File: src/rtl/mem_arbiter.sv
// Arbitrates an instruction-fetch port and a load/store port onto a single memory port, one transaction in flight.
// Define MEM_ARB_RR_EN for round-robin arbitration; default is load/store priority with a fetch starvation limit.
module mem_arbiter #(
  parameter int XLEN          = 64,
  parameter int MAX_LS_STREAK = 4
) (
  input  logic              clk,
  input  logic              reset,
  input  logic              if_req,
  input  logic [31:0]       if_addr,
  input  logic              if_kill,
  output logic              if_ready,
  output logic              if_valid,
  output logic              if_err,
  output logic [XLEN-1:0]   if_rdata,
  input  logic              ls_req,
  input  logic              ls_we,
  input  logic [31:0]       ls_addr,
  input  logic [XLEN-1:0]   ls_wdata,
  input  logic [XLEN/8-1:0] ls_wstrb,
  output logic              ls_ready,
  output logic              ls_valid,
  output logic              ls_err,
  output logic [XLEN-1:0]   ls_rdata,
  output logic              mem_req,
  output logic              mem_we,
  output logic [31:0]       mem_addr,
  output logic [XLEN-1:0]   mem_wdata,
  output logic [XLEN/8-1:0] mem_wstrb,
  input  logic              mem_ready,
  input  logic              mem_valid,
  input  logic              mem_err,
  input  logic [XLEN-1:0]   mem_rdata
);

  typedef enum logic [2:0] {IDLE, GNT_IF, GNT_LS, WAIT_IF, WAIT_LS} state_t;

  state_t          state, state_nxt;
  logic            last_ls, last_ls_nxt;
  logic            killed, killed_nxt;
  logic [XLEN-1:0] if_rdata_q, ls_rdata_q;
  logic            resp, if_resp, ls_resp, pick_ls;

`ifdef MEM_ARB_RR_EN
  // On a conflict the side that did not win last time goes first.
  assign pick_ls = ls_req && (!if_req || !last_ls);
`else
  localparam int SW = $clog2(MAX_LS_STREAK + 1);

  logic [SW-1:0] ls_streak;

  function automatic logic [SW-1:0] sat_inc(input logic [SW-1:0] v);
    return (v == SW'(MAX_LS_STREAK)) ? v : v + SW'(1);
  endfunction

  // Load/store wins conflicts until it has starved a waiting fetch MAX_LS_STREAK times in a row.
  assign pick_ls = ls_req && (!if_req || (ls_streak != SW'(MAX_LS_STREAK)));

  always_ff @(posedge clk or posedge reset) begin
    if (reset)
      ls_streak <= '0;
    else if (state == IDLE)
      ls_streak <= (pick_ls && if_req) ? sat_inc(ls_streak) : '0;
  end
`endif

  always_comb begin
    state_nxt   = state;
    last_ls_nxt = last_ls;
    killed_nxt  = killed;
    mem_req     = 1'b0;
    mem_we      = 1'b0;
    mem_addr    = '0;
    mem_wdata   = '0;
    mem_wstrb   = '0;
    if_ready    = 1'b0;
    ls_ready    = 1'b0;
    if_resp     = 1'b0;
    ls_resp     = 1'b0;
    resp        = mem_valid || mem_err;
    case (state)
      IDLE: begin
        killed_nxt = 1'b0;
        if (pick_ls) begin
          state_nxt   = GNT_LS;
          last_ls_nxt = 1'b1;
        end else if (if_req) begin
          state_nxt   = GNT_IF;
          last_ls_nxt = 1'b0;
        end
      end
      GNT_IF: begin
        mem_req  = 1'b1;
        mem_addr = if_addr;
        if_ready = mem_ready;
        if (mem_ready) begin
          state_nxt  = WAIT_IF;
          killed_nxt = if_kill;
        end else if (if_kill) begin
          state_nxt = IDLE;
        end
      end
      GNT_LS: begin
        mem_req   = 1'b1;
        mem_we    = ls_we;
        mem_addr  = ls_addr;
        mem_wdata = ls_wdata;
        mem_wstrb = ls_wstrb;
        ls_ready  = mem_ready;
        if (mem_ready) state_nxt = WAIT_LS;
      end
      WAIT_IF: begin
        // A killed fetch still drains its memory response, it is just not reported.
        if (resp) begin
          if_resp   = !(killed || if_kill);
          state_nxt = IDLE;
        end else if (if_kill) begin
          killed_nxt = 1'b1;
        end
      end
      WAIT_LS: begin
        if (resp) begin
          ls_resp   = 1'b1;
          state_nxt = IDLE;
        end
      end
      default: state_nxt = IDLE;
    endcase
  end

  always_ff @(posedge clk or posedge reset) begin
    if (reset) begin
      state      <= IDLE;
      last_ls    <= 1'b1;
      killed     <= 1'b0;
      if_rdata_q <= '0;
      ls_rdata_q <= '0;
    end else begin
      state   <= state_nxt;
      last_ls <= last_ls_nxt;
      killed  <= killed_nxt;
      if (if_resp) if_rdata_q <= mem_rdata;
      if (ls_resp) ls_rdata_q <= mem_rdata;
    end
  end

  // Responses pass straight through in their cycle; read data holds afterwards.
  assign if_valid = if_resp;
  assign if_err   = if_resp && mem_err;
  assign if_rdata = if_resp ? mem_rdata : if_rdata_q;
  assign ls_valid = ls_resp;
  assign ls_err   = ls_resp && mem_err;
  assign ls_rdata = ls_resp ? mem_rdata : ls_rdata_q;

endmodule

File: config.mk
export PLATFORM = sky130hd
export DESIGN_NAME = mem_arbiter
export DESIGN_NICKNAME = d
export VERILOG_FILES = /design/src/rtl/mem_arbiter.sv
export SDC_FILE = /design/constraint.sdc
export NUM_CORES = 1
export LEC_CHECK = 0
export ABC_CLOCK_PERIOD_IN_PS = 13320
export BUFFER_PORTS_ARGS = -buffer_cell sky130_fd_sc_hd__buf_2
export CORE_AREA = 3 3 172 174
export DETAILED_ROUTE_END_ITERATION = 10
export DIE_AREA = 0 0 175 177
export PLACE_DENSITY_LB_ADDON = 0.12
export SYNTH_ARGS = -nofsm -noshare
export SYNTH_HDL_FRONTEND = slang
export SYNTH_SLANG_ARGS = --single-unit
File: constraint.sdc
create_clock -name clk -period 13.32 [get_ports clk]
set_input_delay 1.998 -clock clk [delete_from_list [all_inputs] [get_ports clk]]
set_output_delay 1.998 -clock clk [all_outputs]
set_load 0.03 [all_outputs]
==> results <==
- Leaving out fill and tap cells, the most frequent cell in the layout is sky130_fd_sc_hd__buf_2.
- The total die area is 30980 µm².
- The final-report max-slew violation count is 0.
- The pin count of the biggest net entering global routing is approximately 110.
- The via count of the first global-routing pass is ~5200.
- The congestion estimate from routability-driven global placement came to around 0.77.
- The flip-flop and latch area is 3378 µm².
- The repair_antennas step left the layout with diodes totalling 0.
- Yosys printed 0 warnings.
- The most prevalent standard cell on the critical path is sky130_fd_sc_hd__buf_2.
- Setup violations remaining at the end of the flow were counted as 0.
- Once detail routing completed, the nets flagged for antenna violations numbered 0.
- The critical path arrival is 3.92 ns.
- The detail-routed via count per cell is around 4.0.
- After filler insertion, the fill cell instance count of the layout stands at just under 3000.
- The post-layout minimum cycle time is 5.913 ns.
- Detailed routing inserted a total of between 5000 and 6000 vias.
- The wire length of the first global-routing pass is around 33 mm.
- On the final layout, the worst clock skew is approximately 0.011 ns.
- Counting flops and latches in the post-synthesis netlist gives approximately 140.
- In this run the cell area of the synthesized design comes to between 6000 and 7000 µm².
- Dividing the final minimum period by the clock period gives 0.4440.
- For met3 alone, demand over resource in global routing was 0.03604.
- For this run, the post-layout net count is between 1000 and 1500.
- The longest clock path from root to sink contains 2 buffers.
- After clock tree synthesis, the setup repair step added 0 buffers.
- The sum of buffers and inverters on the critical path is 3.
- The overall die width is about 180 µm.
- Of the cells placed in the final design, the portion with a size suffix greater than 1 is 0.6390.
- The maximum fanout along the worst path is 66.
- The critical path runs through a total of 6 cells.
- The family of cells with the greatest summed delay on the critical path is buffers and inverters.
- The required time at the endpoint of the critical path is 11.32 ns.
- The violation count after the first detailed-route iteration is 220.
- The worst-case register-to-register setup slack is roughly 11 ns.
- The layer flagged by global routing as most heavily used is met2.
- The worst register-to-register path ends at if_rdata_q[57].
- The number of buffers inserted for hold repair after clock tree synthesis is 0.
- The CTS sink count is roughly 140.
- Measured along the y axis, the die boundary spans around 180 µm.
- The worst-case hold slack is around 0.48 ns.
- The aggregate routed wire length is about 23 mm.
- Setup repair after global routing left no endpoint under its margin.
- After legalization and detailed placement, the total HPWL measured roughly 18 mm.
- The clock edge transition at the registers on the reported setup and hold paths is 0.06 ns.
- The floorplan has between 60 and 70 rows.
- The number of distinct standard cells referenced by the synthesized netlist is 31.
- The total overflow left after global routing is 0.
- During placement, the flow inserted port buffers numbering around 450.
- The overall power after layout is around 2.7 mW.
- The average size of a mapped cell is between 10 and 15 µm².
- Dividing the detail-routed wire length by the instance count gives 18.30 µm.
- The worst-case IR drop observed on VDD is 0.1455 mV.
- CTS built an H-tree with a depth of 4.
- The area growth from synthesis to layout is 52.15%.
- The clock root buffer master is sky130_fd_sc_hd__clkbuf_16.
- For this run, the total global-route usage over all layers was measured as 0.1420.
- In this run the worst hold path is classified as reg2reg.
- The maximum clock frequency is around 0.17 GHz.
- The area of the multi-input gates is roughly 2500 µm².
- For the pin with the worst max-slew slack, the measured transition is 1.238 ns.
- Among all flip-flop cells after synthesis, the most frequent one is sky130_fd_sc_hd__dfrtp_1.
- The post-synthesis instance total is 451.
- In the layout the commonest cells are sky130_fd_sc_hd__buf_2 (448), sky130_fd_sc_hd__dfrtp_1 (135), sky130_fd_sc_hd__mux2_2 (85), sky130_fd_sc_hd__and2_1 (78), sky130_fd_sc_hd__mux2_1 (44).
- The standby leakage power is ~4.9 nW.
- On the worst path, the slowest cell contributes a delay of a little over 0.7 ns.
- The power density over the cells is between 200 and 300 nW/µm².
- In this run, synthesis inferred 0 flip-flops with an integrated enable.
- The number of antenna violations at the first check in global routing is 1.
- The fraction of met1 tracks used by global routing is 0.1956.
- TritonCTS created 17 clock buffers.
- STA classifies the critical path endpoint as an output port.
- Measured on the finished design, the core utilization comes to 0.3307.
- The final number of hold-violating endpoints came to 0.
- The met2 track utilization from global routing is 0.2204.
- The hold path startpoint is if_rdata_q[21].
- For this configuration, the core starts out at a cell density of 0.2174.
- The sequential element share of the synthesized area is 0.5564.
- The signal on the critical path passes through buf_2, nor2_1, nor3_2, buf_4, mux2_2, buf_2.
- The start of the worst register-to-register path is state[0].
- Counting instances, the worst hold path has a depth of 1.
- The flow ran to the end, and the final reports show no timing, DRC or antenna violations.
- The sink of the worst hold path is if_rdata_q[21].
- Across the run, the number of max-cap violations was 0.
- The setup TNS after final layout is 0 ns.
- The kind of start point of the critical path is an input pin.
- The number of nets handed over by synthesis was 662.
- The clock latency on the worst-skew pair is ~0.42 ns.
- TritonCTS built the clock tree.
- The share of flip-flops with an asynchronous set or reset is 1.000.
- The final routed DRC violation total is 0.
- The count of cells along the worst register-to-register path is 4.
- The number of primary I/O pins is around 450.
- The first TritonRoute pass finished after 4 iterations.
- The worst setup path is of the in2out kind.
- Gates resized during post-CTS repair numbered 0.
- The remaining max-slew budget at the tightest pin is 0.1744.
- The region available for standard cell placement spans about 28000 µm².
- The slowest cell on the critical path is sky130_fd_sc_hd__buf_4.
[metal layers]
metal  vias to the layer above  share of wire
li1                       2467              -
met1                      2440           0.45
met2                       215           0.48
met3                        16          0.063
met4                         0          0.012
met5                         -              0
[synth_stat cells (3+ instances only)]
library cell / n / area (µm²)
sky130_fd_sc_hd__mux2_1: 44 / 495.5
sky130_fd_sc_hd__inv_1: 4 / 15.01
sky130_fd_sc_hd__clkbuf_2: 4 / 20.02
sky130_fd_sc_hd__buf_2: 11 / 55.05
sky130_fd_sc_hd__a22o_1: 34 / 297.8
sky130_fd_sc_hd__buf_6: 4 / 45.04
sky130_fd_sc_hd__o31ai_1: 4 / 30.03
sky130_fd_sc_hd__clkbuf_1: 12 / 45.04
sky130_fd_sc_hd__or2_2: 3 / 18.77
sky130_fd_sc_hd__mux2_2: 85 / 957.2
sky130_fd_sc_hd__and2_1: 78 / 488.0
sky130_fd_sc_hd__dfrtp_1: 135 / 3378
sky130_fd_sc_hd__nor2_1: 4 / 15.01
sky130_fd_sc_hd__nor2b_1: 4 / 25.02
sky130_fd_sc_hd__nor3_1: 3 / 15.01
[per-stage QoR]
step | cell area (µm²) | std cells | setup WS, ns
2_1_floorplan | 6072 | 451 | 7.711
3_3_place_gp | 8672 | 1249 | 7.366
3_5_place_dp | 8672 | 1249 | 7.378
4_1_cts | 9239 | 1281 | 7.373
5_1_grt | 9239 | 1281 | 7.279
6_report | 9239 | 1281 | 7.407
[layout make-up]
class	count	area share
flip-flops and latches	135	0.3657
multi-input cells	280	0.2737
repair buffers	452	0.2459
well taps	378	0.05119
clock buffers	18	0.04754
clock inverters	14	0.01381
inverters	4	0.002167
[cell families (layout without fill, tap and decap cells)]
kind of cell	count (synthesis)	in the layout	share of synthesized area
AO/OA/AOI/OAI	46	46	0.06305
adder cells (fa/ha/maj)	2	2	0.004121
buffers and inverters	36	488	0.03091
flip-flops	135	135	0.5564
multiplexers	129	129	0.2392
AND/OR/NAND/NOR	103	103	0.1063
[power breakdown]
group	switching, mW	leakage, nW	internal [mW]
logic	1.09	3.01	0.484
clock network	0.189	0.262	0.263
registers	0.0554	1.65	0.604
total	1.33	4.92	1.35
[how the worst max path moves through the flow]
stage	start	endpoint
finish	mem_err	if_rdata[58]
global route	mem_err	if_rdata[57]
CTS	mem_err	if_rdata[7]
detailed placement	mem_err	if_rdata[7]
global placement	mem_err	if_rdata[61]
floorplan	reset	if_rdata_q[0]
[registers in the layout, indices dropped and copies added, names as in the netlist]
name,count
if_rdata_q,64
ls_streak,3
ls_rdata_q,64
killed,1
state,3
Note: power is estimated with default switching activity, not from simulation.
